`config.mk`:
```
export PLATFORM = sky130hd
export DESIGN_NAME = color_sensor_classifier
export DESIGN_NICKNAME = d
export VERILOG_FILES = /design/src/rtl/color_pkg.sv /design/src/rtl/edge_pulse_counter.sv /design/src/rtl/color_sensor_classifier.sv
export SDC_FILE = /design/constraint.sdc
export NUM_CORES = 1
export LEC_CHECK = 0
export ABC_AREA = 1
export BUFFER_PORTS_ARGS = -buffer_cell sky130_fd_sc_hd__buf_4
export CORE_MARGIN = 1.5
export CORE_UTILIZATION = 55
export DETAILED_ROUTE_END_ITERATION = 16
export PLACE_DENSITY = 0.73
export REMOVE_ABC_BUFFERS = 1
export SLEW_MARGIN = 20
export SYNTH_ARGS = -nofsm -noshare
export SYNTH_HDL_FRONTEND = slang
export SYNTH_HIERARCHICAL = 1
export SYNTH_SLANG_ARGS = --single-unit
```
`constraint.sdc`:
```
create_clock -name clk -period 2.5 [get_ports clk]
set_clock_uncertainty 0.2 [all_clocks]
set_input_delay 0.125 -clock clk [delete_from_list [all_inputs] [get_ports clk]]
set_output_delay 0.125 -clock clk [all_outputs]
set_load 0.05 [all_outputs]
```
`src/rtl/color_pkg.sv`:
```
// Colour codes, sensor filter codes and the classifier FSM states, shared by the
// colour sensor front-end and the downstream change detector.
package color_pkg;

    localparam logic [2:0] COLOR_NONE  = 3'd0;
    localparam logic [2:0] COLOR_RED   = 3'd1;
    localparam logic [2:0] COLOR_GREEN = 3'd2;
    localparam logic [2:0] COLOR_BLUE  = 3'd3;

    // {S2,S3} photodiode filter selects; CLEAR is listed for completeness only
    localparam logic [1:0] FILT_RED   = 2'b00;
    localparam logic [1:0] FILT_BLUE  = 2'b01;
    localparam logic [1:0] FILT_GREEN = 2'b11;
    localparam logic [1:0] FILT_CLEAR = 2'b10;

    typedef enum logic [2:0] {
        ST_IDLE   = 3'd0,
        ST_SEL_R  = 3'd1,
        ST_CNT_R  = 3'd2,
        ST_SEL_G  = 3'd3,
        ST_CNT_G  = 3'd4,
        ST_SEL_B  = 3'd5,
        ST_CNT_B  = 3'd6,
        ST_DECIDE = 3'd7
    } state_t;

    function automatic logic [1:0] filter_for_state(input state_t st);
        logic [1:0] code;
        code = FILT_RED;
        case (st)
            ST_SEL_G, ST_CNT_G: code = FILT_GREEN;
            ST_SEL_B, ST_CNT_B: code = FILT_BLUE;
            default:            code = FILT_RED;
        endcase
        return code;
    endfunction

    function automatic logic is_select_state(input state_t st);
        return (st == ST_SEL_R) || (st == ST_SEL_G) || (st == ST_SEL_B);
    endfunction

    function automatic logic is_count_state(input state_t st);
        return (st == ST_CNT_R) || (st == ST_CNT_G) || (st == ST_CNT_B);
    endfunction

endpackage

```
`src/rtl/edge_pulse_counter.sv`:
```
// Synchronises the sensor square wave, detects rising edges and counts them in a
// saturating counter; one instance is time-shared across the three filter phases.
module edge_pulse_counter #(
    parameter int CNT_W = 16
) (
    input  logic             clk,
    input  logic             reset,
    input  logic             sensor_in,
    input  logic             clear,
    input  logic             count_en,
    output logic [CNT_W-1:0] count_next
);

    localparam logic [CNT_W-1:0] CNT_ONE = CNT_W'(1);
    localparam logic [CNT_W-1:0] CNT_MAX = '1;

    logic             sync1;
    logic             sync2;
    logic             sync3;
    logic             pulse;
    logic [CNT_W-1:0] count;

    always_ff @(posedge clk or posedge reset) begin
        if (reset) begin
            sync1 <= 1'b0;
            sync2 <= 1'b0;
            sync3 <= 1'b0;
        end else begin
            sync1 <= sensor_in;
            sync2 <= sync1;
            sync3 <= sync2;
        end
    end

    assign pulse = sync2 & ~sync3;

    // count_next is exported so the final pulse of a gate window is not lost when latching
    always_comb begin
        count_next = count;
        if (clear) begin
            count_next = '0;
        end else if (count_en && pulse && (count != CNT_MAX)) begin
            count_next = count + CNT_ONE;
        end
    end

    always_ff @(posedge clk or posedge reset) begin
        if (reset) begin
            count <= '0;
        end else begin
            count <= count_next;
        end
    end

endmodule

```
`src/rtl/color_sensor_classifier.sv`:
```
// TCS3200 front-end: steps the filter through red, green and blue, counts sensor
// edges in a fixed gate per filter and reports the dominant colour with a strobe.
module color_sensor_classifier
    import color_pkg::*;
#(
    parameter int GATE_CYCLES   = 50000,
    parameter int SETTLE_CYCLES = 1000,
    parameter int CNT_W         = 16,
    parameter int MIN_COUNT     = 20
) (
    input  logic             clk,
    input  logic             reset,
    input  logic             enable,
    input  logic             sensor_out,
    output logic             s0,
    output logic             s1,
    output logic             s2,
    output logic             s3,
    output logic [2:0]       color,
    output logic             data_set_done,
    output logic [CNT_W-1:0] red_cnt,
    output logic [CNT_W-1:0] green_cnt,
    output logic [CNT_W-1:0] blue_cnt
);

    localparam int TIMER_MAX = (GATE_CYCLES > SETTLE_CYCLES) ? GATE_CYCLES : SETTLE_CYCLES;
    localparam int TIMER_W   = $clog2(TIMER_MAX + 1);

    localparam logic [TIMER_W-1:0] GATE_LOAD   = TIMER_W'(GATE_CYCLES - 1);
    localparam logic [TIMER_W-1:0] SETTLE_LOAD = TIMER_W'(SETTLE_CYCLES - 1);
    localparam logic [TIMER_W-1:0] TIMER_ONE   = TIMER_W'(1);
    localparam logic [31:0]        MIN_WIN     = 32'(MIN_COUNT);

    state_t             state;
    state_t             state_next;
    logic [TIMER_W-1:0] timer;
    logic [TIMER_W-1:0] timer_next;
    logic               timer_done;
    logic               cnt_clear;
    logic               cnt_enable;
    logic [CNT_W-1:0]   cnt_value;
    logic [2:0]         win_color;
    logic [CNT_W-1:0]   win_count;
    logic [2:0]         decided_color;

    // 20% output frequency scaling is fixed
    assign s0 = 1'b1;
    assign s1 = 1'b0;

    assign timer_done = (timer == '0);

    edge_pulse_counter #(
        .CNT_W(CNT_W)
    ) u_edge_counter (
        .clk       (clk),
        .reset     (reset),
        .sensor_in (sensor_out),
        .clear     (cnt_clear),
        .count_en  (cnt_enable),
        .count_next(cnt_value)
    );

    always_ff @(posedge clk or posedge reset) begin
        if (reset) begin
            state <= ST_IDLE;
            timer <= '0;
        end else begin
            state <= state_next;
            timer <= timer_next;
        end
    end

    // enable is only looked at in IDLE and DECIDE, so a started frame always runs to the end
    always_comb begin
        state_next = state;
        cnt_clear  = 1'b0;
        cnt_enable = 1'b0;
        {s2, s3}   = filter_for_state(state);

        unique case (state)
            ST_IDLE:   if (enable) state_next = ST_SEL_R;
            ST_SEL_R:  if (timer_done) state_next = ST_CNT_R;
            ST_CNT_R:  if (timer_done) state_next = ST_SEL_G;
            ST_SEL_G:  if (timer_done) state_next = ST_CNT_G;
            ST_CNT_G:  if (timer_done) state_next = ST_SEL_B;
            ST_SEL_B:  if (timer_done) state_next = ST_CNT_B;
            ST_CNT_B:  if (timer_done) state_next = ST_DECIDE;
            ST_DECIDE: state_next = enable ? ST_SEL_R : ST_IDLE;
            default:   state_next = ST_IDLE;
        endcase

        // Holding the counter clear through the settle window drops filter-change artefacts
        cnt_clear  = is_select_state(state);
        cnt_enable = is_count_state(state);
    end

    always_comb begin
        timer_next = timer_done ? timer : (timer - TIMER_ONE);
        if (state_next != state) begin
            if (is_select_state(state_next)) begin
                timer_next = SETTLE_LOAD;
            end else if (is_count_state(state_next)) begin
                timer_next = GATE_LOAD;
            end else begin
                timer_next = '0;
            end
        end
    end

    always_ff @(posedge clk or posedge reset) begin
        if (reset) begin
            red_cnt   <= '0;
            green_cnt <= '0;
            blue_cnt  <= '0;
        end else if (timer_done) begin
            if (state == ST_CNT_R) red_cnt   <= cnt_value;
            if (state == ST_CNT_G) green_cnt <= cnt_value;
            if (state == ST_CNT_B) blue_cnt  <= cnt_value;
        end
    end

    // A tie for the top count leaves no winner, which also reports as no colour
    always_comb begin
        win_color = COLOR_NONE;
        win_count = '0;
        if ((red_cnt > green_cnt) && (red_cnt > blue_cnt)) begin
            win_color = COLOR_RED;
            win_count = red_cnt;
        end else if ((green_cnt > red_cnt) && (green_cnt > blue_cnt)) begin
            win_color = COLOR_GREEN;
            win_count = green_cnt;
        end else if ((blue_cnt > red_cnt) && (blue_cnt > green_cnt)) begin
            win_color = COLOR_BLUE;
            win_count = blue_cnt;
        end
        decided_color = (32'(win_count) >= MIN_WIN) ? win_color : COLOR_NONE;
    end

    always_ff @(posedge clk or posedge reset) begin
        if (reset) begin
            color         <= COLOR_NONE;
            data_set_done <= 1'b0;
        end else begin
            data_set_done <= (state == ST_DECIDE);
            if (state == ST_DECIDE) color <= decided_color;
        end
    end

endmodule

```
==> results by group, run 1 <==
Run status
  – Status: finished clean

STA
  – Min Clock Period, post-route: 2.302 ns
  – Final Hold Viols: 0
  – Max Freq: 434.3 MHz
  – Rel. slew slack: 0.4912
  – Count of final setup violators: 0
  – Final hold slack: 0.01746 ns
  – RSZ-0062 raised after global routing: false
  – Setup TNS: 0 ns
  – Final cycle utilization of the critical path: 0.9209
  – Slew of the pin with the lowest slew margin: 0.7623 ns
  – Final count of pins violating max slew: 0

Power
  – Clock Power Share: 0.354
  – Sequential share of power: 0.533
  – Power Dens Cells: 438.0 nW/um^2
  – Comb pwr share: 0.113
  – Final total power: 2909 uW
  – Switch Pwr: 814.4 uW
  – Power Internal: 2095 uW
  – Leakage power: 0.003505 uW
  – Switching Fraction: 0.2800
  – Peak supply drop: 0.3649 mV

Worst setup path
  – Crit. End Element: register
  – R2R depth: 11
  – Critical Path AT: 2.38 ns
  – Startpoint Class: register
  – Reg-to-reg startpoint: timer[13]
  – Worst Path Max Fanout: 13
  – R2R Path End: timer[2]
  – Kind of critical path: reg -> reg
  – Worst setup path start: timer[13]
  – Req. time, crit path: 2.58 ns
  – Worst reg-to-reg setup slack: 0.20 ns

Synthesis
  – Share of the synthesized area in the top cell type: 0.3821
  – Adder-Cell Fraction of Synth Area: 0.1073
  – Cell area after synthesis: 5829 sq um
  – Top post-synthesis cells by area: dfrtp_1 (38%), nand2_1 (12%), ha_1 (11%), inv_1 (6.8%), nor2_1 (5.3%)
  – Mux contribution to synthesized area: 0
  – Largest family of logic cells by synthesized area: simple AND/OR/NAND/NOR gates
  – Post-synthesis xor/xnor area fraction: 0.01803
  – Asr flop ratio synth: 1.000
  – Avg Inst Size Synth: 7.610 sq um
  – Post-synthesis register bit count: 89
  – Synth cell types: 40
  – Yosys warning total: 6
  – Top_reg_cell synth: dfrtp_1
  – Sequential area share after synthesis: 0.3821
  – Yosys top cell by area: dfrtp_1
  – Mapped Cells: 766
  – Synth Area in Compound Gates: 0.1060
  – Post-synth EDFFs: 0
  – Simple-gate share of the synthesized area: 0.2947

Clock tree
  – Clock Sink Count: 89
  – CTS Buf Count: 9
  – CTS max path bufs: 2
  – Clk pin slew, worst setup/hold paths: 0.09 ns
  – CTS Root Cell: clkbuf_8
  – Htree depth: 3
  – Clk_lat worst skew: 0.37 ns
  – TritonCTS clock tree: built

Placement
  – Dpl hpwl: 10780 um
  – IO buf count: 56
  – Inst Count DP: 948
  – RD Place Congestion: 0.9426

Cells and area
  – Finished Layout Cells: 968
  – P&R area growth vs syn: 13.93%
  – Fillers: 920
  – Ant diodes: 0
  – Sequential Area: 2230 sq um
  – Multi-input combinational cell area: 3093 sq um
  – Share of cells above drive strength 1: 0.1719
  – Nets: 881

Floorplan
  – Core Area: 10320 sq um
  – Die ar.: 11230 sq um
  – Die Ht: 106.0 um
  – Initial core utilization: 0.5647
  – IO Pins: 60
  – Num rows: 37
  – Die Wd: 106.0 um

Run
  – Max-Cap Viols: 0

Worst hold path
  – Hold EP: state[0]
  – Hold_sp: enable
  – Min-Delay Path Class: in -> reg
  – Hold depth: 5

Routing
  – Residual DRC: 0
  – Vias/cell: 5.398
  – WL/cell: 14.40 um
  – Post-Route WL: 13940 um
  – Initial DRC count: 326
  – Antenna-violating nets left: 0
  – DR vias: 5225
  – DRT Pass-1 Iters: 5

Global route
  – Vias in the first global route: 4915
  – Initial antenna violation count: 0
  – GRT Util Overall: 0.2616
  – GRT overflow: 0
  – First-pass GRT wire length: 23450 um
  – Largest net degree at the start of global routing: 59
[per-stage QoR]
step / setup slack (ns) / cell area [sq um] / utilization
after global routing: 0.007904 / 6641 / 0.6433
final: 0.1976 / 6641 / 0.6433
after CTS: 0.2169 / 6609 / 0.6402
after detailed placement: 0.2522 / 6382 / 0.6182
after global placement: 0.2984 / 6382 / 0.6182
after floorplan: 0.2242 / 5742 / -
[repair_timing]
item                       in CTS  in global routing
setup endpoints to repair       0                  8
setup buffers                   0                  2
hold endpoints to repair       90                  0
resized for setup               0                  8
hold buffers                    2                  0
[sequential cells by signal, summed over array words and instances, names as in the netlist]
signal and cells:
red_cnt 16, data_set_done 1, u_edge_counter/sync1 1, u_edge_counter/count 16
state 3, green_cnt 16, u_edge_counter/sync2 1, color 2
timer 16, blue_cnt 16, u_edge_counter/sync3 1
[critical path, cell delays in order (launching register included)]
cell	delay, ns
dfrtp_1	0.41
nor2_1	0.17
nand3_1	0.16
inv_2	0.11
nand4_2	0.17
clkinv_2	0.17
nand2_2	0.08
nand3_4	0.10
nand3_4	0.20
nand2_4	0.20
nand2_4	0.09
a21oi_1	0.15
[layout by cell type (no fill, tap or decap), types with 9 or more instances in the layout]
cell	instances
a21oi_1	40
buf_4	62
clkbuf_8	11
dfrtp_1	87
ha_1	49
inv_1	103
inv_2	12
nand2_1	182
nand2_2	9
nand3_1	31
nand3_2	9
nand4_1	14
nor2_1	79
nor3_1	11
o21ai_0	57
xor2_1	9
[layout make-up]
type,count,area share
multi-input cells,546,0.4657
flip-flops and latches,89,0.3357
repair buffers,65,0.07611
inverters,116,0.06575
well taps,136,0.02562
clock buffers,12,0.02336
clock inverters,4,0.007724
[worst max-delay path by stage]
stage	to	slack, ns	cells after the start
floorplan	color[0]	0.22	17
global placement	timer[0]	0.30	11
detailed placement	blue_cnt[4]	0.25	10
CTS	timer[2]	0.22	11
global route	color[1]	0.008	13
finish	timer[2]	0.20	11
[routing by layer]
layer  vias to the layer above  wire length (um)  GRT usage
met1                      2467              6405     0.3671
li1                       2588                 -          -
met2                       157              6608     0.4221
met4                         0               191    0.07336
met3                        13               733    0.04108
met5                         -                 0          0
[cells by family (layout without fill, tap and decap cells)]
logic type               after synthesis  in the layout
XOR/XNOR                              12             12
flip-flops                            89             89
AO/OA/AOI/OAI                        115            115
AND/OR/NAND/NOR                      366            366
other                                  2              3
buffers and inverters                132            197
adder cells (fa/ha/maj)               50             50
[power by group through the flow]
stage	Clock [uW]	Sequential (uW)	Combinational, uW
CTS	1050	1550	322
finish	1030	1550	328
global placement	0	1570	307
global route	1120	1560	367
floorplan	0	1560	226
detailed placement	0	1570	317
[synthesized netlist by cell type, types with 10 or more instances]
cell,instances
inv_2,10
nor3_1,12
ha_1,50
o21ai_0,57
nand2_1,182
nor2_1,82
a21oi_1,40
dfrtp_1,89
nand3_1,31
inv_1,105
nand4_1,14
Note: power is estimated with default switching activity, not from simulation.
==> run 2, diff against run 1 <==
--- a/config.mk
+++ b/config.mk
@@ -7,9 +7,11 @@
 export LEC_CHECK = 0
 export ABC_AREA = 1
 export BUFFER_PORTS_ARGS = -buffer_cell sky130_fd_sc_hd__buf_4
+export CAP_MARGIN = 25
 export CORE_MARGIN = 1.5
 export CORE_UTILIZATION = 55
 export DETAILED_ROUTE_END_ITERATION = 16
+export HOLD_SLACK_MARGIN = 0.08
 export PLACE_DENSITY = 0.73
 export REMOVE_ABC_BUFFERS = 1
 export SLEW_MARGIN = 20
==> run 2 against run 1 <==
Net effect: fmax barely moved; total power barely moved; critical path depth did not move; final cell count rose by 0.10%; non-clock buffer count rose by 1; clock power barely moved; sequential power barely moved; first-iteration DRC count fell by 7.7%; die area did not move; register-to-register slack barely moved.
==> results by group, run 2 (synthesized netlist as in run 1, its figures left out) <==
Worst setup path
  – Reg-to-reg startpoint: timer[13] (unchanged)
  – R2R depth: 11 (unchanged)
  – Worst Path Max Fanout: 13 (unchanged)
  – Worst setup path start: timer[13] (unchanged)
  – Startpoint Class: register (unchanged)
  – CP max stage cell: dfrtp_1 (unchanged)
  – Kind of critical path: reg -> reg (unchanged)
  – CP Cell Sequence: nor2_1, nand3_1, inv_2, nand4_2, clkinv_2, nand2_2, nand3_4, nand3_4, nand2_4, nand2_4, a21oi_1 (unchanged)
  – Req. time, crit path: 2.58 ns (about the same)
  – Max stage delay on crit path: 0.41 ns (about the same)
  – Critical Path AT: 2.38 ns (about the same)
  – Crit. End Element: register (unchanged)

Clock tree
  – Htree depth: 3 (unchanged)
  – TritonCTS clock tree: built (unchanged)
  – CTS max path bufs: 2 (unchanged)
  – Clk pin slew, worst setup/hold paths: 0.09 ns (about the same)
  – CTS Root Cell: clkbuf_8 (unchanged)
  – CTS Buf Count: 9 (unchanged)
  – Clk_lat worst skew: 0.37 ns (about the same)
  – Clock Sink Count: 89 (unchanged)

Routing
  – Met3 Wirelength: 654 um (was 733 um)
  – DRT Pass-1 Iters: 5 (unchanged)
  – Metal-1 WL: 6531 um (was 6405 um)
  – Vias/cell: 5.385 (was 5.398)
  – Top sig layer: met4 (unchanged)
  – Residual DRC: 0 (unchanged)
  – WL/cell: 14.40 um (about the same)
  – Initial DRC count: 301 (was 326)
  – DR vias: 5218 (was 5225)
  – Antenna-violating nets left: 0 (unchanged)
  – Met2 routed WL: 6579 um (was 6608 um)
  – Post-Route WL: 13960 um (was 13940 um)

Floorplan
  – Die ar.: 11230 sq um (unchanged)
  – Num rows: 37 (unchanged)
  – Die Ht: 106.0 um (unchanged)
  – IO Pins: 60 (unchanged)
  – Core Area: 10320 sq um (unchanged)
  – Die Wd: 106.0 um (unchanged)
  – Initial core utilization: 0.5647 (unchanged)

Run status
  – Status: finished clean (unchanged)

Cells and area
  – Share of cells above drive strength 1: 0.1717 (was 0.1719)
  – Nets: 882 (was 881)
  – Ant diodes: 0 (unchanged)
  – Fillers: 919 (was 920)
  – P&R area growth vs syn: 14.10% (was 13.93%)
  – Commonest non-fill, non-tap cell in the layout: nand2_1 (unchanged)
  – Multi-input combinational cell area: 3093 sq um (unchanged)
  – Finished Layout Cells: 969 (was 968)
  – Sequential Area: 2230 sq um (unchanged)
  – Commonest non-fill, non-tap cells in the layout: nand2_1 (182), inv_1 (103), dfrtp_1 (87) (unchanged)

Power
  – Power Dens Cells: 437.4 nW/um^2 (was 438.0 nW/um^2)
  – Peak supply drop: 0.3644 mV (was 0.3649 mV)
  – Leakage power: 0.003509 uW (was 0.003505 uW)

STA
  – Final Hold Viols: 0 (unchanged)
  – Max Freq: 434.3 MHz (about the same)
  – Count of final setup violators: 0 (unchanged)
  – RSZ-0062 raised after global routing: false (unchanged)
  – Final count of pins violating max slew: 0 (unchanged)
  – Slew of the pin with the lowest slew margin: 0.7615 ns (was 0.7623 ns)
  – Final worst slack: 0.1976 ns (about the same)
  – Min Clock Period, post-route: 2.302 ns (about the same)
  – Rel. slew slack: 0.4918 (was 0.4912)
  – Setup TNS: 0 ns (unchanged)
  – Final cycle utilization of the critical path: 0.9210 (was 0.9209)

Placement
  – Pre-CTS setup slack: 0.2522 ns (unchanged)
  – IO buf count: 56 (unchanged)
  – RD Place Congestion: 0.9426 (unchanged)
  – Inst Count DP: 948 (unchanged)
  – Dpl hpwl: 10780 um (unchanged)

Global route
  – Initial antenna violation count: 0 (unchanged)
  – Largest net degree at the start of global routing: 59 (unchanged)
  – GRT Util Overall: 0.2617 (was 0.2616)
  – First-pass GRT wire length: 23460 um (was 23450 um)
  – GRT overflow: 0 (unchanged)
  – Vias in the first global route: 4921 (was 4915)

Run
  – Max-Cap Viols: 0 (unchanged)

Worst hold path
  – Min-Delay Path Class: in -> async (was in -> reg)
run 2: cell count changes in the layout (fill, tap and decap cells not counted):
cell           before  now
dlygate4sd3_1       2    3
run 2: metrics by stage:
stage / util / hold WS, ns / power [uW] / area, sq um
5_1_grt: 0.6443 / 0.1126 / 3044 / 6651
4_1_cts: 0.6411 / 0.08226 / 2924 / 6619
6_report: 0.6443 / 0.08165 / 2910 / 6651
3_5_place_dp: 0.6182 / -0.06795 / 1891 / 6382
2_1_floorplan: - / -0.1239 / 1787 / 5742
3_3_place_gp: 0.6182 / -0.06669 / 1880 / 6382
run 2: final cells by class:
| cell class | count | area share |
|---|---|---|
| clock buffer | 12 | 0.02333 |
| clock inverter | 4 | 0.007713 |
| inverter | 116 | 0.06565 |
| multi-input combinational | 546 | 0.4650 |
| sequential | 89 | 0.3352 |
| tap | 136 | 0.02558 |
| timing repair buffer | 66 | 0.07750 |
run 2: report_power, final:
group / switching, uW / internal (uW)
sequential: 62.1 / 1490
combinational: 239 / 90.6
clock: 513 / 517
total: 814 / 2100
run 2: path summary, 6_finish.rpt:
path / endpoint / slack [ns]
worst min-delay path: data_set_done / 0.08
min in group clk: u_edge_counter/sync2 / 0.16
worst max-delay path: timer[2] / 0.20
worst max register to register: timer[2] / 0.20
max in group asynchronous: u_edge_counter/sync1 / 1.36
worst min register to register: u_edge_counter/sync2 / 0.16
run 2: metal layers:
layer | vias to the layer above | GRT usage
li1 | 2594 | -
met5 | - | 0
met2 | 157 | 0.4225
met3 | 13 | 0.04108
met4 | 0 | 0.07336
met1 | 2454 | 0.3671
run 2: repair_timing:
action | in CTS | in global routing
hold endpoints to repair | 91 | 0
hold buffers | 3 | 0
buffers inserted | 0 | 2
setup endpoints to repair | 0 | 8
gates resized for setup | 0 | 8
run 2: critical path, delay by kind of cell, from the launching register on:
kind | cells | cell delay, ns
AOI/OAI and AO/OA | 1 | 0.15
DFF | 1 | 0.41
buffers and inverters | 2 | 0.28
and+or+nand+nor | 8 | 1.17
==> run 3, diff against run 2 <==
--- a/config.mk
+++ b/config.mk
@@ -8,12 +8,16 @@
 export ABC_AREA = 1
 export BUFFER_PORTS_ARGS = -buffer_cell sky130_fd_sc_hd__buf_4
 export CAP_MARGIN = 25
+export CELL_PAD_IN_SITES_DETAIL_PLACEMENT = 1
+export CELL_PAD_IN_SITES_GLOBAL_PLACEMENT = 2
 export CORE_MARGIN = 1.5
-export CORE_UTILIZATION = 55
+export CORE_UTILIZATION = 35
+export CTS_CLUSTER_SIZE = 25
 export DETAILED_ROUTE_END_ITERATION = 16
 export HOLD_SLACK_MARGIN = 0.08
-export PLACE_DENSITY = 0.73
+export PLACE_DENSITY = 0.79
 export REMOVE_ABC_BUFFERS = 1
+export SKIP_CTS_REPAIR_TIMING = 1
 export SLEW_MARGIN = 20
 export SYNTH_ARGS = -nofsm -noshare
 export SYNTH_HDL_FRONTEND = slang
==> run 3 against run 2 <==
Net effect: fmax about the same; first-iteration DRC count decreased by 44%; count of clock-buffer cells in the layout is 1 lower; non-clock buffer count is 1 higher; largest power group unchanged; design area increased by 3.3%; worst hold slack worse by 0.033 ns; sequential cell count unchanged; sequential power hardly changed; worst setup slack gained 0.0017 ns; final cell count is 8.4% higher; wire length is 20% higher.
==> results by group, run 3 (synthesized netlist as in run 1, its figures left out) <==
Run status
  – Status: finished clean (unchanged)

Power
  – Sequential share of power: 0.468 (was 0.533)
  – Comb pwr share: 0.099 (was 0.113)
  – Power Dens Cells: 482.7 nW/um^2 (was 437.4 nW/um^2)
  – Switch Pwr: 903.9 uW (was 813.8 uW)
  – Switching Fraction: 0.2725 (was 0.2797)
  – Leakage power: 0.003570 uW (was 0.003509 uW)
  – Clock Power Share: 0.434 (was 0.354)
  – Peak supply drop: 0.3168 mV (was 0.3644 mV)
  – Power Internal: 2413 uW (was 2096 uW)
  – Final total power: 3317 uW (was 2910 uW)

Worst setup path
  – Kind of critical path: reg -> reg (unchanged)
  – Worst setup path start: red_cnt[10] (was timer[13])
  – Reg-to-reg startpoint: red_cnt[10] (was timer[13])
  – Critical Path AT: 2.34 ns (was 2.38 ns)
  – CP Cell Sequence: inv_1, ha_1, nand4_1, nor3_2, nand2_1, nand2_1, inv_1, nand2_1, inv_1, o41ai_1, nand2_1, nand2_1, nand2_1 (was nor2_1, nand3_1, inv_2, nand4_2, clkinv_2, nand2_2, nand3_4, nand3_4, nand2_4, nand2_4, a21oi_1)
  – Req. time, crit path: 2.54 ns (was 2.58 ns)
  – CP max stage cell: dfrtp_1 (unchanged)
  – R2R depth: 13 (was 11)
  – Crit path capture: color[0] (was timer[2])
  – Max stage delay on crit path: 0.41 ns (about the same)
  – Crit. End Element: register (unchanged)
  – Worst reg-to-reg setup slack: 0.20 ns (about the same)
  – Worst Path Max Fanout: 3 (was 13)
  – Startpoint Class: register (unchanged)
  – R2R Path End: color[0] (was timer[2])
  – Most used cell along the critical path: nand2_1

Placement
  – Dpl hpwl: 13290 um (was 10780 um)
  – RD Place Congestion: 0.8360 (was 0.9426)
  – IO buf count: 56 (unchanged)

STA
  – Count of final setup violators: 0 (unchanged)
  – Final hold slack: 0.04906 ns (was 0.08165 ns)
  – RSZ-0062 raised after global routing: false (unchanged)
  – Final cycle utilization of the critical path: 0.9203 (was 0.9210)
  – Max Freq: 434.7 MHz (was 434.3 MHz)
  – Min Clock Period, post-route: 2.301 ns (was 2.302 ns)
  – Rel. slew slack: 0.4607 (was 0.4918)
  – Final Hold Viols: 0 (unchanged)
  – Setup TNS: 0 ns (unchanged)
  – Slew of the pin with the lowest slew margin: 0.8081 ns (was 0.7615 ns)
  – Final count of pins violating max slew: 0 (unchanged)

Floorplan
  – Initial core utilization: 0.3630 (was 0.5647)
  – IO Pins: 60 (unchanged)
  – Die ar.: 17440 sq um (was 11230 sq um)
  – Die Wd: 132.1 um (was 106.0 um)
  – Core Area: 16060 sq um (was 10320 sq um)
  – Die Ht: 132.1 um (was 106.0 um)
  – Num rows: 46 (was 37)

Routing
  – Vias/cell: 4.923 (was 5.385)
  – DRT Pass-1 Iters: 4 (was 5)
  – DR vias: 5169 (was 5218)
  – Antenna-violating nets left: 0 (unchanged)
  – Initial DRC count: 168 (was 301)
  – Residual DRC: 0 (unchanged)
  – WL/cell: 15.98 um (was 14.40 um)
  – Post-Route WL: 16770 um (was 13960 um)

Run
  – Max-Cap Viols: 0 (unchanged)

Clock tree
  – CTS Buf Count: 9 (unchanged)
  – Clock Sink Count: 89 (unchanged)
  – Clk pin slew, worst setup/hold paths: 0.07 ns (was 0.09 ns)
  – CTS Root Cell: clkbuf_16 (was clkbuf_8)
  – TritonCTS clock tree: built (unchanged)
  – CTS max path bufs: 2 (unchanged)
  – Clk_lat worst skew: 0.35 ns (was 0.37 ns)
  – Htree depth: 3 (unchanged)

Cells and area
  – Nets: 883 (was 882)
  – Ant diodes: 0 (unchanged)
  – Share of cells above drive strength 1: 0.1751 (was 0.1717)
  – Commonest non-fill, non-tap cell in the layout: nand2_1 (unchanged)
  – P&R area growth vs syn: 17.88% (was 14.10%)
  – Commonest non-fill, non-tap cells in the layout: nand2_1 (182), inv_1 (103), dfrtp_1 (89) (was nand2_1 (182), inv_1 (103), dfrtp_1 (87))

Global route
  – GRT Util Overall: 0.2024 (was 0.2617)
  – First-pass GRT wire length: 28030 um (was 23460 um)
  – Vias in the first global route: 5367 (was 4921)
  – Largest net degree at the start of global routing: 71 (was 59)
  – GRT overflow: 0 (unchanged)
  – Initial antenna violation count: 0 (unchanged)

Worst hold path
  – Min-Delay Path Class: in -> reg (was in -> async)
## run 3: cell types whose count changed in the layout (fill, tap and decap cells not counted), moves of 2 or more
cell       previous run  this run
clkbuf_16             0         9
clkbuf_8             11         2
a21oi_1              40        37
a21oi_2               2         5
buf_4                62        64
dfrtp_1              87        89
dfrtp_2               2         0
## run 3: per-stage QoR
step / setup WS (ns) / util / instances / cell area (sq um)
after floorplan: 0.2242 / - / 751 / 5742
after global placement: 0.1156 / 0.4042 / 1029 / 6490
after detailed placement: 0.02683 / 0.4042 / 1029 / 6490
after CTS: -0.02804 / 0.4238 / 1045 / 6805
after global routing: 0.02411 / 0.4279 / 1050 / 6872
final: 0.1993 / 0.4279 / 1050 / 6872
## run 3: how the worst min path moves through the flow
stage	start	end	slack (ns)	cells past startpoint
after CTS	reset	state[2]	-0.33	3
after detailed placement	sensor_out	u_edge_counter/sync1	0.04	1
after global placement	sensor_out	u_edge_counter/sync1	0.04	1
after floorplan	reset	u_edge_counter/count[0]	-0.12	1
final	enable	state[0]	0.05	5
after global routing	enable	state[0]	0.1	5
## run 3: cell type report
| type | count | area [sq um] |
|---|---|---|
| fillers | 1991 | 9186 |
| flip-flops and latches | 89 | 2227 |
| inverters | 116 | 436.7 |
| clock buffers | 11 | 252.7 |
| well taps | 216 | 270.3 |
| repair buffers | 67 | 520.5 |
| multi-input cells | 546 | 3102 |
| clock inverters | 5 | 62.56 |
## run 3: routing by layer
layer | up-vias | GRT usage | share of wire
met2 | 66 | 0.3328 | 0.48
met4 | 0 | 0.06235 | 0.016
met5 | - | 0 | 0
met1 | 2512 | 0.2723 | 0.47
li1 | 2573 | - | -
met3 | 18 | 0.03422 | 0.035
## run 3: power groups by stage
stage	Combinational, uW	Clock (uW)	Sequential (uW)
after floorplan	226	0	1560
after global placement	323	0	1570
after detailed placement	330	0	1580
after CTS	332	1480	1550
after global routing	383	1530	1560
final	328	1440	1550
## run 3: worst max-delay path: cells and delay by family (launching register included)
kind,cells,cell delay [ns]
and+or+nand+nor,8,0.98
adders and majority gates,1,0.31
DFF,1,0.41
AOI/OAI and AO/OA,1,0.08
buffers and inverters,3,0.21
